<file path="src/rtl/epmp_pkg.sv">
// Shared EPMP definitions: default widths/depths and the stack operation decode.
package epmp_pkg;

  localparam int EPMP_DATA_W      = 8;
  localparam int EPMP_STACK_DEPTH = 16;

  typedef enum logic [1:0] {
    STK_NOP,
    STK_PUSH,
    STK_POP,
    STK_REPL
  } stack_op_t;

  function automatic stack_op_t decode_op(input logic push, input logic pop);
    case ({push, pop})
      2'b10:   decode_op = STK_PUSH;
      2'b01:   decode_op = STK_POP;
      2'b11:   decode_op = STK_REPL;
      default: decode_op = STK_NOP;
    endcase
  endfunction

endpackage

</file>
<file path="src/rtl/epmp_stack_mem.sv">
// Stack entry storage: one synchronous write port, two asynchronous read ports
// (current top and the entry beneath it). Contents are not reset.
module epmp_stack_mem
  import epmp_pkg::*;
#(
  parameter int   DATA_W = EPMP_DATA_W,
  parameter int   DEPTH  = EPMP_STACK_DEPTH,
  localparam int  AW     = $clog2(DEPTH)
) (
  input  logic              clk,
  input  logic              we,
  input  logic [AW-1:0]     waddr,
  input  logic [DATA_W-1:0] wdata,
  input  logic [AW-1:0]     raddr_l1,
  input  logic [AW-1:0]     raddr_l2,
  output logic [DATA_W-1:0] rdata_l1,
  output logic [DATA_W-1:0] rdata_l2
);

  logic [DATA_W-1:0] mem_q [DEPTH];

  always_ff @(posedge clk) begin
    if (we) begin
      mem_q[waddr] <= wdata;
    end
  end

  assign rdata_l1 = mem_q[raddr_l1];
  assign rdata_l2 = mem_q[raddr_l2];

endmodule

</file>
<file path="src/rtl/epmp_param_stack.sv">
// Parametrised EPMP stack: level counter, registered top, sticky error flags.
// Optional high-water mark output enabled by EPMP_STACK_WATERMARK_EN.
module epmp_param_stack
  import epmp_pkg::*;
#(
  parameter int  DATA_W = EPMP_DATA_W,
  parameter int  DEPTH  = EPMP_STACK_DEPTH,
  localparam int LVL_W  = $clog2(DEPTH + 1)
) (
  input  logic              clk,
  input  logic              Reset,
  input  logic              Push,
  input  logic              Pop,
  input  logic [DATA_W-1:0] Din,
  input  logic              Err_Clr,
  output logic [DATA_W-1:0] Top,
  output logic [LVL_W-1:0]  Level,
  output logic              Empty,
  output logic              Full,
  output logic              Overflow,
`ifdef EPMP_STACK_WATERMARK_EN
  output logic [LVL_W-1:0]  Max_Level,
`endif
  output logic              Underflow
);

  localparam int AW = $clog2(DEPTH);
  localparam logic [LVL_W-1:0] LVL_ONE  = LVL_W'(1);
  localparam logic [LVL_W-1:0] LVL_FULL = LVL_W'(DEPTH);

  stack_op_t         op;
  logic [LVL_W-1:0]  level_q, level_d;
  logic [DATA_W-1:0] top_q, top_d;
  logic              ovf_q, ovf_d, unf_q, unf_d;
  logic              set_ovf, set_unf;
  logic              mem_we;
  logic [AW-1:0]     mem_waddr;
  logic [LVL_W-1:0]  lvl_m1, lvl_m2;
  logic [DATA_W-1:0] rd_l2;
  // Top is held in a register, so the top-entry read port has no consumer here.
  logic [DATA_W-1:0] rd_l1_unused;

  assign op     = decode_op(Push, Pop);
  assign lvl_m1 = level_q - LVL_ONE;
  assign lvl_m2 = level_q - LVL_W'(2);
  assign Empty  = (level_q == '0);
  assign Full   = (level_q == LVL_FULL);

  epmp_stack_mem #(
    .DATA_W (DATA_W),
    .DEPTH  (DEPTH)
  ) u_mem (
    .clk      (clk),
    .we       (mem_we),
    .waddr    (mem_waddr),
    .wdata    (Din),
    .raddr_l1 (lvl_m1[AW-1:0]),
    .raddr_l2 (lvl_m2[AW-1:0]),
    .rdata_l1 (rd_l1_unused),
    .rdata_l2 (rd_l2)
  );

  always_comb begin
    level_d   = level_q;
    top_d     = top_q;
    set_ovf   = 1'b0;
    set_unf   = 1'b0;
    mem_we    = 1'b0;
    mem_waddr = level_q[AW-1:0];
    case (op)
      STK_PUSH: begin
        if (Full) begin
          set_ovf = 1'b1;
        end else begin
          mem_we  = 1'b1;
          level_d = level_q + LVL_ONE;
          top_d   = Din;
        end
      end
      STK_POP: begin
        if (Empty) begin
          set_unf = 1'b1;
        end else if (level_q == LVL_ONE) begin
          level_d = '0;
          top_d   = '0;
        end else begin
          level_d = lvl_m1;
          top_d   = rd_l2;
        end
      end
      STK_REPL: begin
        mem_we = 1'b1;
        top_d  = Din;
        // Replace on an empty stack degrades to a push but still flags the missing pop.
        if (Empty) begin
          level_d = LVL_ONE;
          set_unf = 1'b1;
        end else begin
          mem_waddr = lvl_m1[AW-1:0];
        end
      end
      default: ;
    endcase
    ovf_d = set_ovf | (ovf_q & ~Err_Clr);
    unf_d = set_unf | (unf_q & ~Err_Clr);
  end

  always_ff @(posedge clk) begin
    if (Reset) begin
      level_q <= '0;
      top_q   <= '0;
      ovf_q   <= 1'b0;
      unf_q   <= 1'b0;
    end else begin
      level_q <= level_d;
      top_q   <= top_d;
      ovf_q   <= ovf_d;
      unf_q   <= unf_d;
    end
  end

  assign Top       = top_q;
  assign Level     = level_q;
  assign Overflow  = ovf_q;
  assign Underflow = unf_q;

`ifdef EPMP_STACK_WATERMARK_EN
  logic [LVL_W-1:0] max_q, max_d;

  always_comb begin
    max_d = max_q;
    if (Err_Clr) begin
      max_d = level_d;
    end else if (level_d > max_q) begin
      max_d = level_d;
    end
  end

  always_ff @(posedge clk) begin
    if (Reset) begin
      max_q <= '0;
    end else begin
      max_q <= max_d;
    end
  end

  assign Max_Level = max_q;
`endif

endmodule

</file>
<file path="config.mk">
export PLATFORM = sky130hd
export DESIGN_NAME = epmp_param_stack
export DESIGN_NICKNAME = d
export VERILOG_FILES = /design/src/rtl/epmp_pkg.sv /design/src/rtl/epmp_stack_mem.sv /design/src/rtl/epmp_param_stack.sv
export SDC_FILE = /design/constraint.sdc
export NUM_CORES = 1
export LEC_CHECK = 0
export BUFFER_PORTS_ARGS = -buffer_cell sky130_fd_sc_hd__buf_4
export CELL_PAD_IN_SITES_DETAIL_PLACEMENT = 0
export CELL_PAD_IN_SITES_GLOBAL_PLACEMENT = 2
export CORE_MARGIN = 2
export CORE_UTILIZATION = 43
export DETAILED_ROUTE_END_ITERATION = 10
export PLACE_DENSITY = 0.87
export SLEW_MARGIN = 20
export SYNTH_ARGS = -nofsm -noshare
export SYNTH_HDL_FRONTEND = slang
export SYNTH_SLANG_ARGS = --single-unit
</file>
<file path="constraint.sdc">
create_clock -name clk -period 5.3 [get_ports clk]
set_input_delay 0.265 -clock clk [delete_from_list [all_inputs] [get_ports clk]]
set_output_delay 0.265 -clock clk [all_outputs]
set_load 0.02 [all_outputs]
</file>
==> results of run 1 <==
## worst max-delay path, stage by stage, from the launching register on
cell      delay, ps
dfxtp_2         310
buf_4           490
inv_1           310
ha_1            300
a21boi_0        140
xnor2_1         410
a21oi_1         110
or3b_1          450
nor2_1          580
## per-layer routing
| metal | vias up | share of wire |
|---|---|---|
| met5 | - | 0 |
| li1 | 1671 | - |
| met1 | 1799 | 0.46 |
| met2 | 109 | 0.47 |
| met4 | 0 | 0.026 |
| met3 | 18 | 0.049 |
## cell usage in the layout (no fill, tap or decap), types with 13 or more instances in the layout
| cell | n |
|---|---|
| clkbuf_16 | 17 |
| mux2_2 | 28 |
| nor2_1 | 36 |
| buf_4 | 32 |
| nand2_1 | 27 |
| dfxtp_1 | 13 |
| edfxtp_1 | 128 |
| mux2i_1 | 32 |
| a221oi_1 | 22 |
| o22ai_1 | 15 |
## report_power, final
group / total [uW] / switching [uW] / internal (uW)
Sequential: 1400 / 44.8 / 1350
Combinational: 1190 / 752 / 441
Clock: 1180 / 444 / 736
## synth_stat cells, types with 4 or more instances
library cell | instances | share of area
ha_1 | 7 | 0.014
clkbuf_8 | 4 | 0.0090
a21oi_1 | 8 | 0.0065
a211oi_1 | 7 | 0.0086
dfxtp_1 | 15 | 0.049
a31oi_1 | 7 | 0.0071
o22ai_1 | 15 | 0.015
nor2_1 | 36 | 0.022
edfxtp_1 | 128 | 0.63
buf_2 | 9 | 0.0073
nor2b_1 | 5 | 0.0051
nor3_1 | 10 | 0.0082
mux2i_1 | 32 | 0.052
inv_1 | 8 | 0.0049
nand2_1 | 27 | 0.017
mux2_2 | 28 | 0.051
a221oi_1 | 22 | 0.031
clkbuf_1 | 4 | 0.0024
## per-stage QoR
step / cells / hold WS (ps) / cell area [um^2]
after floorplan: 414 / 334 / 6140
after global placement: 604 / 458 / 6450
after detailed placement: 605 / 463 / 6460
after CTS: 637 / 102 / 7050
after global routing: 637 / 141 / 7050
final: 637 / 123 / 7050
## flip-flops by register name, summed over array words and instances (netlist names)
register / flops
Underflow: 1
Overflow: 1
Level: 5
u_mem.mem_q: 128
Top: 8
## worst paths after layout
| kind | startpoint | to | slack, ps | depth (start not counted) |
|---|---|---|---|---|
| worst max register to register | Level[1] | u_mem.mem_q[1][1] | 1840 | 8 |
| worst min register to register | Overflow | Overflow | 470 | 2 |
| worst max-delay path | Level[1] | u_mem.mem_q[1][1] | 1840 | 8 |
| worst min-delay path | Err_Clr | Overflow | 120 | 3 |
## kinds of logic after synthesis
family                     synth area share
xor gates and xnor gates            0.00571
AOI/OAI and AO/OA                    0.0887
and+or+nand+nor                      0.0765
muxes                                 0.111
adders and majority gates            0.0143
DFF                                   0.675
buffers and inverters                0.0285
## final cells by class
class,count,share of cell area
Multi-Input combinational cell,242,0.258
Clock buffer,17,0.0603
Tap cell,180,0.0319
Sequential cell,143,0.588
Inverter,8,0.00426
Clock inverter,15,0.0238
Timing Repair Buffer,32,0.0341
==> impl_metrics.env, run 1 <==
export IMPL_grt_busiest_layer="met2"
export IMPL_vias=3597
export IMPL_synth_edf_count=128
export IMPL_finClkSkew_ps=10.5
export IMPL_cts_resized=0
export IMPL_critPathKind="reg -> reg"
export IMPL_regArea_mm2=0.00415
export IMPL_worst_pin_slew_ps=744
export IMPL_initial_core_util=0.440
export IMPL_yosys_cell_types_count=50
export IMPL_core_area_mm2=0.0139
export IMPL_period_minus_slack_ps=3460
export IMPL_grtUsageMet1=0.259
export IMPL_grt_max_degree=47
export IMPL_ir_worst_vdd_mv=0.318
export IMPL_place_congestion=0.867
export IMPL_cts_setup_buffers=0
export IMPL_use_met3=0.0337
export IMPL_portBuffers=29
export IMPL_clkLatencyLatePin_ps=420
export IMPL_finalCritPeriodShare=0.653
export IMPL_multiInputGateArea_mm2=0.00182
export IMPL_use_met2=0.283
export IMPL_path_max_fanout=46
export IMPL_die_area_mm2=0.0152
export IMPL_tns_ps=0
export IMPL_dr_first_iter_drc_count=310
export IMPL_grt_first_pass_wirelength_um=20300
export IMPL_leakagePower_uw=0.00236
export IMPL_cp_data_arrival_time_ps=3520
export IMPL_drt_wl_total_um=13200
export IMPL_dp_hpwl_um=8780
export IMPL_route_detailed_drc=0
export IMPL_maxSlewHeadroom=0.504
export IMPL_yosysWarnings=0
export IMPL_overflow=0
export IMPL_synth_seq_cells=143
export IMPL_synth_area_mm2=0.00614
export IMPL_synthArstFlopShare=0
export IMPL_chipWidth_um=123
export IMPL_fin_ws_ps=1840
export IMPL_via_per_inst=5.65
export IMPL_htree_levels=4
export IMPL_ant_nets=0
export IMPL_nFillCells=1131
export IMPL_grt_pass1_vias=3440
export IMPL_io_pins=30
export IMPL_yosysSeqAreaShare=0.675
export IMPL_powerDensity_mw_per_mm2=535
export IMPL_syn2layout_area_growth_pct=14.9
export IMPL_setup_viol=0
export IMPL_rows=43
export IMPL_cts_sink_count=143
export IMPL_dpl_worst_slack_ps=1870
export IMPL_die_height_um=123
export IMPL_cts_made_buffers=17
export IMPL_clkTransAtPathRegs_ps=60
export IMPL_rsz0062_at_grt="false"
export IMPL_diodes=0
export IMPL_hold_violations=0
export IMPL_cts_root_buf="clkbuf_16"
export IMPL_drive_gt1_frac=0.232
export IMPL_cp_end_kind="flip-flop"
export IMPL_utilization=0.506
export IMPL_max_cap_violations=0
export IMPL_hold_buffers=0
export IMPL_fmax_ghz=0.289
export IMPL_startpoint_type="flip-flop"
export IMPL_cts_max_path_buffers=2
export IMPL_cts_tree="done"
export IMPL_syn_inst=414
export IMPL_antenna_found_initial=0
export IMPL_holdCritPathClass="in -> reg"
export IMPL_first_pass_iters=4
export IMPL_finalMaxSlewViolations=0
export IMPL_wire_per_inst_um=20.7
export IMPL_synth_ff_type="edfxtp_1"
export IMPL_fin_nets=464
export IMPL_avgSynthCellArea_um2=14.8
export IMPL_critPathRequiredTime_ps=5360
export IMPL_status="completed"
export IMPL_grtUsageTotal=0.187
export IMPL_syn_num_nets=434
export IMPL_power_uw=3770
No activity file was read; power rests on OpenSTA's default activity.
==> run 2, diff against run 1 <==
ABC_AREA = 1   (was default)
CORE_UTILIZATION = 39   (was 43)
PLACE_DENSITY = 0.88   (was 0.87)
clock period = 3.3 ns   (was 5.3 ns; I/O delays follow)
==> run 2 against run 1 <==
  * Fmax grew 38%
  * Synthesized cell count up 64%
  * Sequential share of layout area decreased by 3.7 points
  * Combinational power is 39% higher
  * Global-route usage is 0.23 points higher
  * Die area grew 16%
  * Largest cell class unchanged
  * Non-clock buffer count is 7 higher
  * First-iteration DRC count is 16% higher
  * Utilization fell by 4.9 points
  * Register-to-register slack got worse by 1000 ps
==> impl_metrics.env, run 2 <==
export IMPL_status="completed"
export IMPL_place_congestion=0.872
export IMPL_max_cap_violations=0
export IMPL_cp_depth=8
export IMPL_fin_cells=945
export IMPL_cpPeakStageDelay_ps=560
export IMPL_antenna_found_initial=0
export IMPL_yosys_area_share_adder=0.0135
export IMPL_crit_end="u_mem.mem_q[12][0]"
export IMPL_sw_frac_of_total=0.342
export IMPL_cts_setup_buffers=0
export IMPL_rsz0062_at_grt="false"
export IMPL_r2r_slack_ps=790
export IMPL_dr_first_iter_drc_count=361
export IMPL_syn_inst=680
export IMPL_cts_root_buf="clkbuf_16"
export IMPL_final_common_cell="nand2_1"
export IMPL_share_comb_of_total_power=0.294
export IMPL_critPathKind="reg -> reg"
export IMPL_cts_sink_count=143
export IMPL_clockPowerShare=0.318
export IMPL_finalMaxSlewViolations=0
export IMPL_synth_area_mm2=0.00651
export IMPL_largest_register_ff_count=128
export IMPL_syn_num_nets=700
export IMPL_critPathMostFrequentCell="nand2_1"
export IMPL_avgSynthCellArea_um2=9.57
export IMPL_power_switching_uw=1930
export IMPL_htree_levels=4
export IMPL_startpoint_type="flip-flop"
export IMPL_syn2layout_area_growth_pct=15.6
export IMPL_holdCritPathClass="in -> reg"
export IMPL_period_minus_slack_ps=2510
export IMPL_critPathTopFamily="simple AND/OR/NAND/NOR gates"
export IMPL_io_pins=30
export IMPL_ant_nets=0
export IMPL_muxShareOfSynthArea=0
export IMPL_synth_edf_count=128
export IMPL_route_detailed_drc=0
export IMPL_synth_xor_area_frac=0.00538
export IMPL_rows=47
export IMPL_core_area_mm2=0.0165
export IMPL_drive_gt1_frac=0.112
export IMPL_first_pass_iters=5
export IMPL_yosys_area_top_type="edfxtp_1"
export IMPL_maxSlewHeadroom=0.537
export IMPL_r2r_end="u_mem.mem_q[12][0]"
export IMPL_dp_cells=911
export IMPL_clkTransAtPathRegs_ps=60
export IMPL_crit_start="Level[2]"
export IMPL_yosys_cell_types_count=24
export IMPL_fmax_ghz=0.398
export IMPL_hold_violations=0
export IMPL_cts_resized=0
export IMPL_synthSimpleGateAreaFrac=0.220
export IMPL_chipWidth_um=133
export IMPL_p_seq_frac=0.388
export IMPL_wire_per_inst_um=17.1
export IMPL_diodes=0
export IMPL_cts_tree="done"
export IMPL_fin_nets=733
export IMPL_die_height_um=133
export IMPL_tns_ps=0
export IMPL_via_per_inst=4.84
export IMPL_yosysWarnings=0
export IMPL_finalCritPeriodShare=0.761
export IMPL_synth_seq_cells=143
export IMPL_post_synth_top_count_cell="nand2_1"
export IMPL_synth_ff_type="edfxtp_1"
export IMPL_crit_buf_inv=1
export IMPL_final_cell_mix="201 x nand2_1, 128 x edfxtp_1, 114 x inv_1, 102 x nand3_1, 36 x buf_4"
export IMPL_leakagePower_uw=0.00323
export IMPL_cp_data_arrival_time_ps=2560
export IMPL_die_area_mm2=0.0177
export IMPL_powerDensity_mw_per_mm2=751
export IMPL_yosysSeqAreaShare=0.637
export IMPL_cts_made_buffers=17
export IMPL_grt_pass1_vias=4442
export IMPL_critPathRequiredTime_ps=3350
export IMPL_r2r_start="Level[2]"
export IMPL_grtUsageTotal=0.189
export IMPL_overflow=0
export IMPL_nFillCells=1572
export IMPL_path_cells="inv_1, ha_1, nand2_1, nand2_1, xor2_1, o22ai_2, nand3_1, nor2_1"
export IMPL_synth_compound_area_frac=0.0381
export IMPL_clkLatencyLatePin_ps=420
export IMPL_ir_worst_vdd_mv=0.411
export IMPL_cp_end_kind="flip-flop"
export IMPL_worst_pin_slew_ps=694
export IMPL_synth_area_leaders="edfxtp_1 59%, nand2_1 12%, nand3_1 7.8%"
export IMPL_vias=4570
export IMPL_intPower_uw=3720
export IMPL_path_max_fanout=9
export IMPL_drt_wl_total_um=16100
export IMPL_synth_top_family_by_area="simple AND/OR/NAND/NOR gates"
export IMPL_finClkSkew_ps=14.0
export IMPL_grt_max_degree=70
export IMPL_rr_worst_depth=8
export IMPL_initial_core_util=0.395
export IMPL_cts_max_path_buffers=2
export IMPL_setup_viol=0
export IMPL_synthArstFlopShare=0
export IMPL_grt_first_pass_wirelength_um=24500
export IMPL_dp_hpwl_um=10700
export IMPL_regMostFlops="u_mem.mem_q"
export IMPL_synth_top_area_frac=0.590
export IMPL_slowest_stage="nor2_1"
export IMPL_synth_common_cells="201 x nand2_1, 128 x edfxtp_1, 114 x inv_1"
export IMPL_utilization=0.457
export IMPL_portBuffers=29
## run 2: metal layers
layer | share of wire | vias to the layer above | GRT usage
li1 | - | 2267 | -
met1 | 0.44 | 2150 | 0.246
met2 | 0.49 | 138 | 0.319
met3 | 0.053 | 15 | 0.0354
met4 | 0.015 | 0 | 0.0674
met5 | 0 | - | 0
## run 2: area by class of cell
| type | count | area, um^2 | area share |
|---|---|---|---|
| sequential | 143 | 4150 | 0.551 |
| inverter | 120 | 450 | 0.0598 |
| tap | 220 | 275 | 0.0366 |
| clock inverter | 11 | 119 | 0.0158 |
| clock buffer | 20 | 437 | 0.0580 |
| multi-input combinational | 392 | 1800 | 0.239 |
| timing repair buffer | 39 | 300 | 0.0399 |
## run 2: worst min-delay path: cells and delay by family
family,cells,cell delay (ps)
and+or+nand+nor,1,80
buffers and inverters,1,130
AOI/OAI and AO/OA,1,60
## run 2: cell families after synthesis
logic type               after synthesis
AND/OR/NAND/NOR                      334
buffers and inverters                145
flip-flops                           143
AO/OA/AOI/OAI                         47
adder cells (fa/ha/maj)                7
XOR/XNOR                               4
## run 2: worst min-delay path by stage
stage / endpoint / from / slack, ps / depth (start not counted)
floorplan: Overflow / Reset / 230 / 1
global placement: Underflow / Reset / 340 / 2
detailed placement: Overflow / Reset / 350 / 2
CTS: Overflow / Push / 40 / 3
global route: Overflow / Push / 60 / 3
finish: Overflow / Push / 60 / 3
## run 2: per-stage QoR
stage / instance area [um^2] / total power [uW] / worst slack (ps) / hold slack, ps
2_1_floorplan: 6510 / 3320 / 699 / 234
3_3_place_gp: 6940 / 3860 / 841 / 340
3_5_place_dp: 6940 / 3870 / 770 / 349
4_1_cts: 7530 / 5670 / 756 / 35.5
5_1_grt: 7530 / 5920 / 547 / 56.5
6_report: 7530 / 5660 / 790 / 56.8
## run 2: power groups by stage
| stage | logic [uW] | clock network [uW] | registers (uW) |
|---|---|---|---|
| 6_report | 1660 | 1800 | 2200 |
| 5_1_grt | 1820 | 1890 | 2210 |
| 4_1_cts | 1650 | 1820 | 2200 |
| 3_5_place_dp | 1630 | 0 | 2230 |
| 3_3_place_gp | 1630 | 0 | 2230 |
| 2_1_floorplan | 1040 | 0 | 2280 |
## run 2: timing repair
action	4_1_cts	5_1_grt
endpoints found under the setup margin	0	0
hold buffers	3	0
endpoints found under the hold margin	2	0
==> run 3, diff against run 2 <==
ABC_AREA = 0   (was 1)
CORE_UTILIZATION = 40   (was 39)
PLACE_DENSITY = 0.85   (was 0.88)
clock period = 2.1 ns   (was 3.3 ns; I/O delays follow)
==> run 3 against run 2 <==
  * The flow now finishes with violations (negative setup slack)
  * Combinational power rose to 2.9 times the previous value
  * Register-to-register slack worse by 960 ps
  * Count of clock-buffer cells in the layout down 3
  * Utilization up 8.0 points
  * Worst setup slack worse by 960 ps
  * Clock power up 73%
  * Largest power group is now combinational logic
==> impl_metrics.env, run 3 (synthesized netlist as in run 1, its figures left out) <==
export IMPL_setup_viol=129
export IMPL_hold_violations=0
export IMPL_die_height_um=128
export IMPL_period_minus_slack_ps=2270
export IMPL_route_detailed_drc=0
export IMPL_holdPathStages=1
export IMPL_via_per_inst=5.63
export IMPL_hp_start="Din[6]"
export IMPL_final_common_cell="edfxtp_1"
export IMPL_grt_max_degree=29
export IMPL_final_cell_mix="128 x edfxtp_1, 65 x buf_4, 32 x mux2i_1, 28 x mux2_2, 26 x nand2_1"
export IMPL_place_area_mm2=0.00697
export IMPL_r2r_slack_ps=-170
export IMPL_fmax_ghz=0.441
export IMPL_cp_end_kind="flip-flop"
export IMPL_first_pass_iters=5
export IMPL_diodes=0
export IMPL_worst_pin_slew_ps=425
export IMPL_grt_pass1_vias=3846
export IMPL_fin_area_mm2=0.00810
export IMPL_max_cap_violations=0
export IMPL_dp_hpwl_um=9550
export IMPL_io_pins=30
export IMPL_grtUsageTotal=0.189
export IMPL_cts_tree="done"
export IMPL_rows=45
export IMPL_clkLatencyLatePin_ps=430
export IMPL_finClkSkew_ps=9.50
export IMPL_r2r_start="Level[1]"
export IMPL_critPathRequiredTime_ps=2300
export IMPL_finalMaxSlewViolations=0
export IMPL_portBuffers=29
export IMPL_maxSlewHeadroom=0.713
export IMPL_rsz0062_at_grt="true"
export IMPL_holdCritPathClass="in -> reg"
export IMPL_status="finished with violations"
export IMPL_die_area_mm2=0.0163
export IMPL_leakagePower_uw=0.00274
export IMPL_overflow=0
export IMPL_antenna_found_initial=0
export IMPL_chipWidth_um=128
export IMPL_violations="negative setup slack"
export IMPL_wire_per_inst_um=21.1
export IMPL_vias=3932
export IMPL_syn2layout_area_growth_pct=32.1
export IMPL_regMostFlops="u_mem.mem_q"
export IMPL_critPathKind="reg -> reg"
export IMPL_startpoint_type="flip-flop"
export IMPL_cts_max_path_buffers=2
export IMPL_cts_made_buffers=17
export IMPL_utilization=0.537
export IMPL_dr_first_iter_drc_count=283
export IMPL_path_max_fanout=5
export IMPL_ant_nets=0
export IMPL_grt_first_pass_wirelength_um=22300
export IMPL_drt_wl_total_um=14800
export IMPL_cp_data_arrival_time_ps=2460
export IMPL_r2r_end="u_mem.mem_q[13][2]"
export IMPL_initial_core_util=0.407
export IMPL_core_area_mm2=0.0151
export IMPL_clkTransAtPathRegs_ps=60
export IMPL_cts_sink_count=143
export IMPL_htree_levels=4
export IMPL_tns_ps=-14100
export IMPL_powerDensity_mw_per_mm2=1400
export IMPL_fin_ws_ps=-167
export IMPL_fin_nets=518
export IMPL_finalCritPeriodShare=1.08
export IMPL_ir_worst_vdd_mv=0.756
export IMPL_drive_gt1_frac=0.440
export IMPL_place_congestion=0.876
export IMPL_hold_path_end="u_mem.mem_q[3][6]"
export IMPL_cts_root_buf="clkbuf_16"
export IMPL_rr_worst_depth=10
export IMPL_largest_register_ff_count=128
[run 3: layer usage]
layer | GRT usage | vias to the layer above | share of wire
met2 | 0.293 | 134 | 0.48
met4 | 0.0776 | 0 | 0.025
met1 | 0.256 | 1969 | 0.44
met5 | 0 | - | 0
li1 | - | 1803 | -
met3 | 0.0447 | 26 | 0.057
[run 3: what timing repair did]
action | CTS | global route
setup endpoints to repair | 135 | 141
setup buffers | 9 | 6
endpoints found under the hold margin | 12 | 0
hold buffers | 3 | 0
gates resized for setup | 21 | 45
pin swaps | 19 | 21
[run 3: worst max-delay path by stage]
stage	from	to	slack, ps	cells past startpoint
floorplan	Level[1]	u_mem.mem_q[0][0]	-380	9
global placement	Level[1]	u_mem.mem_q[0][4]	-160	7
detailed placement	Level[1]	u_mem.mem_q[0][6]	-240	7
CTS	Level[1]	u_mem.mem_q[2][0]	-150	7
global route	Level[1]	u_mem.mem_q[1][0]	-230	7
finish	Level[1]	u_mem.mem_q[13][2]	-170	10
[run 3: stage by stage]
step | cells | power [uW] | hold WS (ps) | setup slack, ps
final | 699 | 11400 | 37.9 | -167
after global routing | 699 | 11900 | 52.8 | -230
after CTS | 693 | 10800 | 49.7 | -153
after detailed placement | 649 | 7450 | 385 | -238
after global placement | 649 | 7410 | 383 | -156
after floorplan | 414 | 6080 | 181 | -380
[run 3: critical path, cell delays in order (launching register included)]
cell,delay (ps)
dfxtp_4,360
inv_8,70
ha_4,130
or4b_4,490
buf_6,140
clkinvlp_4,80
nor2_4,60
buf_6,130
a31oi_4,340
nor2_4,90
buf_6,150
[run 3: final cells by class]
| type | instances | area, um^2 |
|---|---|---|
| Fill cell | 1223 | 6990 |
| Sequential cell | 143 | 4150 |
| Multi-Input combinational cell | 242 | 2300 |
| Timing Repair Buffer | 86 | 759 |
| Clock buffer | 17 | 425 |
| Tap cell | 188 | 235 |
| Clock inverter | 15 | 193 |
| Inverter | 8 | 43.8 |
[run 3: power breakdown]
part | switching, uW | total, uW | internal (uW) | leakage, uW
Clock | 1150 | 3120 | 1980 | 0.000298
Combinational | 2640 | 4740 | 2100 | 0.00117
Sequential | 103 | 3520 | 3420 | 0.00128
